File: config.mk
export PLATFORM = sky130hd
export DESIGN_NAME = uart_rx
export DESIGN_NICKNAME = d
export VERILOG_FILES = /design/src/rtl/uart_rx.sv
export SDC_FILE = /design/constraint.sdc
export NUM_CORES = 1
export LEC_CHECK = 0
export ABC_AREA = 1
export BUFFER_PORTS_ARGS = -buffer_cell sky130_fd_sc_hd__buf_2
export CORE_UTILIZATION = 45
export CTS_CLUSTER_DIAMETER = 200
export DETAILED_ROUTE_END_ITERATION = 8
export GPL_TIMING_DRIVEN = 1
export HOLD_SLACK_MARGIN = 0.03
export PLACE_DENSITY_LB_ADDON = 0.1
export SLEW_MARGIN = 0
export SYNTH_ARGS = -nofsm -noshare
export SYNTH_HDL_FRONTEND = slang
export SYNTH_SLANG_ARGS = --single-unit
File: constraint.sdc
create_clock -name clock_out -period 1.76 [get_ports clock_out]
set_clock_uncertainty 0.2 [all_clocks]
set_input_delay 0.088 -clock clock_out [delete_from_list [all_inputs] [get_ports clock_out]]
set_output_delay 0.088 -clock clock_out [all_outputs]
set_load 0.05 [all_outputs]
File: src/rtl/uart_rx.sv
// UART receive channel: oversampled deserializer with a valid/ready output
// handshake and framing, parity and overrun flags.
module uart_rx #(
  parameter int unsigned BYTESIZES    = 8,
  parameter int unsigned OVERSAMPLING = 16,
  parameter int unsigned PARITY_EN    = 0,
  parameter int unsigned PARITY_ODD   = 0
) (
  input  logic                 clock_out,
  input  logic                 nreset,
  input  logic                 sdata,
  input  logic                 ready,
  output logic [BYTESIZES-1:0] data,
  output logic                 valid,
  output logic                 frame_error,
  output logic                 parity_error,
  output logic                 overrun,
  output logic                 busy
);

  localparam int unsigned CW = $clog2(OVERSAMPLING);
  localparam int unsigned BW = $clog2(BYTESIZES + 1);

  localparam logic [CW-1:0] CNT_MID  = CW'(OVERSAMPLING / 2 - 1);
  localparam logic [CW-1:0] CNT_END  = CW'(OVERSAMPLING - 1);
  localparam logic [BW-1:0] IDX_LAST = BW'(BYTESIZES - 1);
  localparam logic          HAS_PAR  = (PARITY_EN != 0);
  localparam logic          ODD_PAR  = (PARITY_ODD != 0);

  typedef enum logic [2:0] {
    S_IDLE,
    S_START,
    S_DATA,
    S_PARITY,
    S_STOP,
    S_BREAK
  } state_t;

  state_t               state_q, state_d;
  logic                 sync_q;
  logic                 rxs;
  logic [CW-1:0]        cnt_q, cnt_d;
  logic [BW-1:0]        bitidx_q, bitidx_d;
  logic [BYTESIZES-1:0] shift_q, shift_d;
  logic                 perr_q, perr_d;
  logic                 done;
  logic [BYTESIZES-1:0] data_d;
  logic                 valid_d;
  logic                 frame_error_d;
  logic                 parity_error_d;
  logic                 overrun_d;
  logic                 busy_d;

  // Two-flop synchronizer; both stages reset high so reset never looks like a start bit
  always_ff @(posedge clock_out or negedge nreset) begin
    if (!nreset) begin
      sync_q <= 1'b1;
      rxs    <= 1'b1;
    end else begin
      sync_q <= sdata;
      rxs    <= sync_q;
    end
  end

  // FSM state register
  always_ff @(posedge clock_out or negedge nreset) begin
    if (!nreset) begin
      state_q <= S_IDLE;
    end else begin
      state_q <= state_d;
    end
  end

  // Next-state, bit timing, shift register and output handshake
  always_comb begin
    state_d        = state_q;
    cnt_d          = cnt_q;
    bitidx_d       = bitidx_q;
    shift_d        = shift_q;
    perr_d         = perr_q;
    done           = 1'b0;
    data_d         = data;
    valid_d        = valid;
    frame_error_d  = frame_error;
    parity_error_d = parity_error;
    overrun_d      = overrun;

    case (state_q)
      S_IDLE: begin
        if (!rxs) begin
          state_d = S_START;
          cnt_d   = '0;
        end
      end

      // Re-check the line at the middle of the start bit to reject glitches
      S_START: begin
        if (cnt_q == CNT_MID) begin
          cnt_d    = '0;
          bitidx_d = '0;
          perr_d   = 1'b0;
          state_d  = rxs ? S_IDLE : S_DATA;
        end else begin
          cnt_d = cnt_q + CW'(1);
        end
      end

      S_DATA: begin
        if (cnt_q == CNT_END) begin
          cnt_d    = '0;
          shift_d  = {rxs, shift_q[BYTESIZES-1:1]};
          bitidx_d = bitidx_q + BW'(1);
          if (bitidx_q == IDX_LAST) begin
            state_d = HAS_PAR ? S_PARITY : S_STOP;
          end
        end else begin
          cnt_d = cnt_q + CW'(1);
        end
      end

      S_PARITY: begin
        if (cnt_q == CNT_END) begin
          cnt_d   = '0;
          perr_d  = ((^shift_q) ^ rxs) != ODD_PAR;
          state_d = S_STOP;
        end else begin
          cnt_d = cnt_q + CW'(1);
        end
      end

      // Stop bit sampled mid-bit; returning to IDLE here allows back-to-back frames
      S_STOP: begin
        if (cnt_q == CNT_END) begin
          cnt_d   = '0;
          done    = 1'b1;
          state_d = rxs ? S_IDLE : S_BREAK;
        end else begin
          cnt_d = cnt_q + CW'(1);
        end
      end

      // Held-low line: wait for idle so a break yields a single word
      S_BREAK: begin
        if (rxs) begin
          state_d = S_IDLE;
        end
      end

      default: begin
        state_d = S_IDLE;
      end
    endcase

    if (done) begin
      data_d         = shift_q;
      frame_error_d  = ~rxs;
      parity_error_d = HAS_PAR & perr_q;
      valid_d        = 1'b1;
      overrun_d      = valid & ~ready;
    end else if (valid && ready) begin
      valid_d   = 1'b0;
      overrun_d = 1'b0;
    end

    busy_d = (state_d != S_IDLE);
  end

  // Datapath and registered outputs
  always_ff @(posedge clock_out or negedge nreset) begin
    if (!nreset) begin
      cnt_q        <= '0;
      bitidx_q     <= '0;
      shift_q      <= '0;
      perr_q       <= 1'b0;
      data         <= '0;
      valid        <= 1'b0;
      frame_error  <= 1'b0;
      parity_error <= 1'b0;
      overrun      <= 1'b0;
      busy         <= 1'b0;
    end else begin
      cnt_q        <= cnt_d;
      bitidx_q     <= bitidx_d;
      shift_q      <= shift_d;
      perr_q       <= perr_d;
      data         <= data_d;
      valid        <= valid_d;
      frame_error  <= frame_error_d;
      parity_error <= parity_error_d;
      overrun      <= overrun_d;
      busy         <= busy_d;
    end
  end

endmodule

======== After elaboration in Yosys (flattened, before gate mapping) ========
Index checks and enable logic that the tools add are counted.
word-level totals
  flip-flop bits (word level) ............. 33
operators by class
  add/sub/neg operators ................... 2
  mux-type cells .......................... 22
  bitwise gates (word level) .............. 3
  eq/ne operators ......................... 11
  reductions and logical operators ........ 10
operators with widths
  operator               number
  $mux W3                8
  $mux W4                5
  $pmux W3 S6            1
  $pmux W4 S3            1
  $add A4 B1 Y4 const B  2
  $eq A4 B3 Y1 const B   2
  $pmux W4 S2            1
  $eq A3 B2 Y1 const B   2
  $eq A3 B3 Y1 const B   2
  $ne A2 B2 Y1 const B   3
  $reduce_bool A3 Y1     2
  $mux W1                5
  $eq A4 B4 Y1 const B   1
  $reduce_and A2 Y1      2
  $reduce_bool A2 Y1     2
  $eq A3 B1 Y1 const B   1
  $logic_not A3 Y1       1
  $reduce_and A3 Y1      1
  $reduce_or A3 Y1       1
  $mux W2                1
  $not A1 Y1             2
  $and A1 B1 Y1          1
  $logic_and A1 B1 Y1    1

======== Longest topological paths before layout ========
Gate-level depths: netlist (run 1).
  word-level depth ........................ 5
  gate-level depth with buffers ........... 9
  depth with buffers taken out ............ 9

======== Worst setup path before layout (run 1) ========
Ideal clock, no wire load.
  path type ............................... flip-flop to flip-flop
  start point ............................. register cnt_q[0]
  end point ............................... register data[0]
  data required time ...................... 1.441 ns
  clock period less this slack ............ 1.553 ns
  setup slack ............................. 0.207 ns
  stages on the path, launching flop included .. 8
  arrival time ............................ 1.234 ns
  cells stage by stage .................... dfrtp_1 ha_1 nand3_4 nor2_4 inv_4 buf_6 nand2_1 nand2_1
on the way
  cells in the longest elaborated chain, start to end .. 3
ends and longest elaborated chain
  item                    RTL line  RTL
  from (decl)             42        logic [CW-1:0] cnt_q, cnt_d;
  from (signal assigned)  182       cnt_q <= cnt_d;
  $eq A4 B4 Y1            133       if (cnt_q == CNT_END) begin
  $mux W1                 133
  $mux W1                 88        case (state_q)
  to (signal assigned)    186       data <= data_d;
  to (decl)               13        output logic [BYTESIZES-1:0] data,
Every way passes these cells.
A chain may end at the register's enable or synchronous reset.

======== Final worst setup path (run 1) ========
  start point ............................. register cnt_q[0]
  end point ............................... register bitidx_q[0]
on the way
  cells in the longest elaborated chain, start to end .. 3
  elaborated cells on any way between the ends .. 5
ends and longest elaborated chain
  item                                                 RTL line  RTL
  $eq A4 B4 Y1 / $eq A4 B3 Y1 (equally long branches)  109, 98
  $ne A2 B2 Y1 (no line)                               n/a
  $reduce_and A3 Y1 (no line) (*)                      n/a
  to (signal assigned)                                 183       bitidx_q <= bitidx_d;
  to (decl)                                            43        logic [BW-1:0] bitidx_q, bitidx_d;
Every way passes the cells marked *; elsewhere a longest branch is shown, timed or not.

==> metrics.md, run 1 <==
| Metric | Value |
|---|---|
| Status | `completed` |
| Most instantiated cells after synthesis | `nand2_1, dfrtp_1, inv_1, nor2_1, o21ai_0` |
| Yosys top cell by area | `dfrtp_1` |
| Share of cells above drive strength 1 | `a little under a fifth` |
| Synthesis-to-layout area growth | `13.7%` |
| Vias in the first global route | `1191` |
| Share of power burned in registers | `between 50% and 60%` |
| Rel. slew slack | `52.5%` |
| Slew @ Worst Pin | `0.712 ns` |
| WP data arrival | `1.61 ns` |
| Lkg Pwr | `0.929 nW` |
| Worst path cell trace | `ha_2, nand2_1, inv_1, nand2_1, nor2_1, nor2_2, nand2_1, o21ai_0` |
| R2R Setup Slk | `roughly 0.15 ns` |
| Synthesized area per cell | `8.37 um2` |
| Most frequent cell after synthesis | `nand2_1` |
| H-tree levels | `2` |
| Reg2reg end | `bitidx_q[0]$_DFFE_PN0P_` |
| CP startpoint kind | `register` |
| IO Pins | `17` |
| Die H | `60.6 um` |
| Yosys warning count | `0` |
| # clock sinks | `33` |
| Final period demand of the worst path | `around 1.6 ns` |
| Largest cells by area after synthesis | `dfrtp_1, nand2_1, inv_1` |
| PwrDens | `915 nW/um2` |
| Register area share after synthesis | `53.5%` |
| Asr flop ratio synth | `between 90% and 100%` |
| Synth Flop Type | `dfrtp_1` |
| Post-DP HPWL | `approximately 2 mm` |
| DIE WIDTH | `60.6 um` |
| Clk slew on worst S/H paths | `0.09 ns` |
| Post-synth top area share | `between 50 and 60%` |
| All-layer global routing usage | `18.3%` |
| # setup viols final | `0` |
| DR WL/cell | `10.8 um` |
| Worst path max stage delay | `0.40 ns` |
| Worst r2r path cells | `8` |
| Mapped Area | `1550 um2` |
| Gate Count Post-Synth | `185` |
| Initial DRC Count | `71` |
| CTS Buf Count | `5` |
| Starting Density | `49.1%` |
| Synth cell types | `20` |
| Setup WS post-layout | `0.150 ns` |
| Placeable Area | `3150 um2` |
| CP max FO | `5` |
| Clock latency on the worst-skew pair | `0.32 ns` |
| Slowest cell on crit path | `dfrtp_1` |
| Internal | `1.08 mW` |
| Hold Path Class | `in -> async` |
| First-pass GRT wire length | `4.84 mm` |
| Clock buffer depth | `2` |
| Net Switching | `0.532 mW` |
| Crit path kind | `reg -> reg` |
| Placed Cells | `242` |
| Fmax | `621 MHz` |
| Syn Nets | `191` |
| Sw Share | `33.0%` |
| DR vias | `between 1000 and 1500` |
| Part of the power in combinational logic | `20.9%` |
| Via/cell ratio | `4.80` |
| Pre-CTS WS | `0.0673 ns` |
| Root buf cell | `clkbuf_4` |
| Port-buffer cells | `15` |
| Clock Power Share | `24.0%` |
| Setup crit end kind | `register` |
| R2r startpoint | `cnt_q[0]$_DFFE_PN0P_` |
| Placer Congestion | `0.970` |
| Fin cells | `255` |
| Critical Path Start | `cnt_q[0]$_DFFE_PN0P_` |
| Max-slew violation count | `0` |
| Fin. Hold Viols | `0` |
| Worst EP required | `1.76 ns` |
| FP Rows | `20` |
| Final period util | `91.5%` |
| CTS tree | `yes` |
| WHS | `0.147 ns` |
| Initial DRT Pass Iterations | `4` |
| Maxcap violations | `0` |
| Antenna cells | `0` |
| Die ar. | `3680 um2` |
| Post-layout util | `55.8%` |
| Max VDD drop | `0.000378 V` |
| Initial antenna violation count | `0` |
| WL final | `2.75 mm` |
| # fillers | `312` |
| Crit path top cell by count | `nand2_1` |
| DRC Markers | `0` |
| Post-synth EDFFs | `0` |
| Nets | `216` |
| Flops & latches, synth | `33` |
| Maximum number of pins on one net before global-route repair | `34` |
| Post-DRT Antenna Nets | `0` |
| Grt ovf | `0` |
[worst max path at each step]
stage / slack, ns / end / cells after the start
after floorplan: 0.21 / data[0]$_DFFE_PN0P_ / 7
after global placement: 0.13 / busy$_DFF_PN0_ / 7
after detailed placement: 0.07 / busy$_DFF_PN0_ / 7
after CTS: 0.06 / busy$_DFF_PN0_ / 7
after global routing: -0.008 / bitidx_q[0]$_DFFE_PN0P_ / 8
final: 0.15 / bitidx_q[0]$_DFFE_PN0P_ / 8
[final cells by class]
type | count | area, um2 | area share [%]
sequential | 33 | 828 | 47.1
tap | 44 | 55.1 | 3.13
timing repair buffer | 21 | 128 | 7.25
clock buffer | 6 | 41.3 | 2.35
inverter | 25 | 98.8 | 5.61
clock inverter | 2 | 10.0 | 0.569
multi-input combinational | 124 | 599 | 34.0
[critical path: cells and delay by family, from the launching register on]
family / cells / cell delay [ns]
simple gates: 5 / 0.50
compound gates: 1 / 0.07
buf+inv: 1 / 0.08
fa+ha+maj: 1 / 0.25
flops: 1 / 0.40
[power by group through the flow]
stage          logic, mW  clock network, mW  registers (mW)
2_1_floorplan      0.231                  0           0.914
3_3_place_gp       0.328                  0           0.896
3_5_place_dp       0.332                  0           0.899
4_1_cts            0.338              0.408           0.885
5_1_grt            0.400              0.435           0.897
6_report           0.337              0.386           0.887
[repair_timing]
item | in CTS | in global routing
hold buffers | 3 | 0
setup endpoints to repair | 0 | 5
gates resized for setup | 0 | 2
hold endpoints to repair | 36 | 0
setup buffers | 0 | 2
[sequential cells by signal, indices dropped and copies added, names as in the netlist]
register,flops
bitidx_q,4
valid,1
frame_error,1
busy,1
sync_q,1
shift_q,8
rxs,1
cnt_q,4
overrun,1
data,8
state_q,3
[stage by stage]
| step | power (mW) | TNS [ns] | area [um2] |
|---|---|---|---|
| after floorplan | 1.14 | 0 | 1550 |
| after detailed placement | 1.23 | 0 | 1660 |
| final | 1.61 | 0 | 1760 |
| after global routing | 1.73 | -0.00811 | 1760 |
| after CTS | 1.63 | 0 | 1740 |
| after global placement | 1.22 | 0 | 1660 |
[kinds of logic after synthesis]
logic type      Yosys count  synth area share, %
simple gates             96                 26.2
flops                    33                 53.5
buf+inv                  28                 7.92
compound gates           22                 8.81
xor+xnor                  3                 1.70
fa+ha+maj                 2                 1.62
other cells               1                0.242
[metal layers]
layer | share of wire [%] | global-route usage, % | up-vias
met2 | 47 | 28.9 | 30
met5 | 0 | 0 | -
met3 | 4.6 | 5.54 | 2
met4 | 0.84 | 8.77 | 0
li1 | - | - | 620
met1 | 48 | 23.2 | 571
[cells in the final DEF, fill, tap and decap left out, types with 2 or more instances in the layout]
cell type and count:
a21oi_1 4, buf_2 15, buf_4 3, clkbuf_4 5, clkinv_2 2, dfrtp_1 31, dfstp_2 2, dlygate4sd3_1 3
inv_1 24, nand2_1 66, nand3_1 9, nor2_1 16, nor2_4 2, o21ai_0 11, o21ai_2 7, xor2_1 2
Power figures use the tool's default switching activity.
==> run 2: changes to the inputs <==
- ABC_AREA: 1 -> 0
==> metrics.md, run 2 <==
| Metric | Value |
|---|---|
| Worst path depth | `4 (-4)` |
| Placeable Area | `3340 um2 (+5.8%)` |
| Fmax | `559 MHz (-10%)` |
| Maxcap violations | `0 (unchanged)` |
| Largest delay share family, worst path | `simple AND/OR/NAND/NOR gates` |
| Largest cells by area after synthesis | `dfrtp_1, mux2_1, dfstp_2` |
| Critical Path Start | `cnt_q[3]$_DFFE_PN0P_` |
| Pre-CTS WS | `-0.0759 ns (-0.143 ns)` |
| Final period util | `102% (+10 points)` |
| Register area share after synthesis | `53.0% (-0.51 points)` |
| Grt ovf | `0 (unchanged)` |
| Most frequent cell after synthesis | `dfrtp_1` |
| Post-DP Area | `1780 um2 (+7.5%)` |
| DR WL/cell | `13.8 um (+28%)` |
| Clock buffer depth | `2 (unchanged)` |
| Largest regs | `data: 8 flops, shift_q: 8 flops` |
| Setup_tns | `-0.0292 ns (-0.0292 ns)` |
| All-layer global routing usage | `19.6% (+1.3 points)` |
| # clock sinks | `33 (unchanged)` |
| Synth Flop Type | `dfrtp_1` |
| Antenna cells | `0 (unchanged)` |
| Yosys top cell by area | `dfrtp_1` |
| Yosys warning count | `0 (unchanged)` |
| Worst path max stage delay | `0.41 ns (about the same)` |
| PwrDens | `1210 nW/um2 (+33%)` |
| DIE WIDTH | `60.9 um (+0.47%)` |
| Lkg Pwr | `0.939 nW (+1.1%)` |
| Maximum number of pins on one net before global-route repair | `34 (unchanged)` |
| Share of cells above drive strength 1 | `31.8% (+13 points)` |
| Vias in the first global route | `1141 (-4.2%)` |
| Final period demand of the worst path | `1.79 ns (+0.179 ns)` |
| DRC Markers | `0 (unchanged)` |
| Initial DRC Count | `34 (-52%)` |
| Hold Path Class | `in -> async` |
| Post-DP HPWL | `2.13 mm (+5.1%)` |
| Fin cells | `219 (-14%)` |
| WL final | `3.03 mm (+10%)` |
| Clock latency on the worst-skew pair | `0.34 ns (+0.02 ns)` |
| WHS | `0.123 ns (-0.0243 ns)` |
| Clk slew on worst S/H paths | `0.10 ns (about the same)` |
| Port-buffer cells | `15 (unchanged)` |
| Crit path kind | `reg -> reg` |
| Flops & latches, synth | `33 (unchanged)` |
| Asr flop ratio synth | `100% (unchanged)` |
| Setup crit end kind | `register` |
| Initial DRT Pass Iterations | `4 (unchanged)` |
| Gate Count Post-Synth | `137 (-26%)` |
| Setup WS post-layout | `-0.0292 ns (-0.179 ns)` |
| Root buf cell | `clkbuf_4` |
| Max-slew violation count | `0 (unchanged)` |
| Post-synth EDFFs | `0 (unchanged)` |
| Most common cell after layout, fill and taps aside | `dfrtp_1` |
| Violations in the final reports | `negative setup slack` |
| H-tree levels | `2 (unchanged)` |
| First-pass GRT wire length | `5.11 mm (+5.6%)` |
| Worst path cell trace | `or3b_1, a211o_1, or4_1, nand3_1` |
| CTS tree | `yes` |
| DR vias | `1151 (-5.9%)` |
| Post-synth top area share | `49.6% (-0.48 points)` |
| FP Rows | `21 (+5.0%)` |
| R2r startpoint | `cnt_q[3]$_DFFE_PN0P_` |
| Slew @ Worst Pin | `0.696 ns (-0.0162 ns)` |
| CP startpoint kind | `register` |
| Nets | `178 (-18%)` |
| Die H | `60.9 um (+0.47%)` |
| Via/cell ratio | `5.26 (+9.6%)` |
| Placer Congestion | `0.837 (-14%)` |
| Max VDD drop | `0.000554 V (+47%)` |
| CP bufs+invs | `0 (-1)` |
| CP Capture Point | `bitidx_q[2]$_DFFE_PN0P_` |
| Post-DRT Antenna Nets | `0 (unchanged)` |
| Initial antenna violation count | `0 (unchanged)` |
| WP data arrival | `1.87 ns (+0.26 ns)` |
| Worst EP required | `1.84 ns (+0.08 ns)` |
| Synthesis-to-layout area growth | `22.3%` |
| Starting Density | `46.8% (-2.3 points)` |
| R2R Setup Slk | `-0.03 ns (-0.18 ns)` |
| Reg2reg end | `bitidx_q[2]$_DFFE_PN0P_` |
| Most instantiated cells after synthesis | `dfrtp_1, mux2_1, nand2_1, o21ai_1` |
| Fin. Hold Viols | `0 (unchanged)` |
| Mapped Area | `1560 um2 (+0.97%)` |
| CTS Buf Count | `5 (unchanged)` |
| Placed Cells | `206 (-15%)` |
| Rel. slew slack | `53.6% (+1.1 points)` |
| IO Pins | `17 (unchanged)` |
| RSZ-0062 raised after global routing | `yes` |
| CP max FO | `3 (-2)` |
| Synthesized area per cell | `11.4 um2 (+36%)` |
| Worst r2r path cells | `4 (-4)` |
| Commonest cells after routing, fill and taps aside | `dfrtp_1, buf_4, mux2_1, buf_2` |
| Status | `complete, but fails checks` |
| Syn Nets | `143 (-25%)` |
| Final instance area | `1910 um2 (+8.5%)` |
| Die ar. | `3710 um2 (+0.94%)` |
| # setup viols final | `1 (+1)` |
| Slowest cell on crit path | `dfrtp_1` |
| Synth cell types | `41 (+110%)` |
## run 2: layer usage
metal	part of all wire (%)	vias to the layer above	track usage, %
li1	-	555	-
met3	3.3	5	6.82
met5	0	-	0
met2	48	15	31.6
met1	47	576	24.2
met4	1.6	0	7.79
## run 2: report_power, final
group / internal [mW] / switching [mW]
registers: 0.856 / 0.0676
logic: 0.463 / 0.479
clock network: 0.195 / 0.260
## run 2: cells by family after synthesis
family,share of synthesized area [%]
buffers and inverters,5.68
and+or+nand+nor,12.8
xor gates and xnor gates,0.561
adders and majority gates,1.60
muxes,15.6
AOI/OAI and AO/OA,10.5
DFF,53.0
other,0.240
## run 2: area by class of cell
cell class / instances / area (um2)
clock buffer: 7 / 55.1
clock inverter: 1 / 7.51
fill: 322 / 1430
inverter: 6 / 22.5
multi-input combinational: 88 / 681
sequential: 33 / 828
tap: 46 / 57.6
timing repair buffer: 38 / 259
## run 2: worst reg2reg max path, stage by stage (launching register included)
cell	delay [ns]
dfrtp_1	0.41
or3b_1	0.38
a211o_1	0.28
or4_1	0.39
nand3_1	0.07
## run 2: repair_timing
item,4_1_cts,5_1_grt
pin swaps,3,0
setup buffers,2,0
gates resized for setup,3,2
endpoints found under the setup margin,18,7
hold buffers,3,0
hold endpoints to repair,36,0
## run 2: worst min path at each step
| stage | cells past startpoint | to | slack (ns) | start |
|---|---|---|---|---|
| global route | 0 | rxs$_DFF_PN1_ | 0.16 | sync_q$_DFF_PN1_ |
| floorplan | 0 | bitidx_q[0]$_DFFE_PN0P_ | -0.41 | nreset |
| detailed placement | 1 | bitidx_q[2]$_DFFE_PN0P_ | -0.01 | nreset |
| finish | 2 | bitidx_q[3]$_DFFE_PN0P_ | 0.12 | nreset |
| global placement | 1 | bitidx_q[2]$_DFFE_PN0P_ | -0.02 | nreset |
| CTS | 2 | frame_error$_DFFE_PN0P_ | 0.15 | nreset |
## run 2: metrics by stage
| stage | util (%) | power, mW |
|---|---|---|
| global placement | 53.5 | 1.79 |
| finish | 57.3 | 2.32 |
| global route | 57.3 | 2.48 |
| floorplan | - | 1.53 |
| detailed placement | 53.5 | 1.82 |
| CTS | 57.1 | 2.31 |
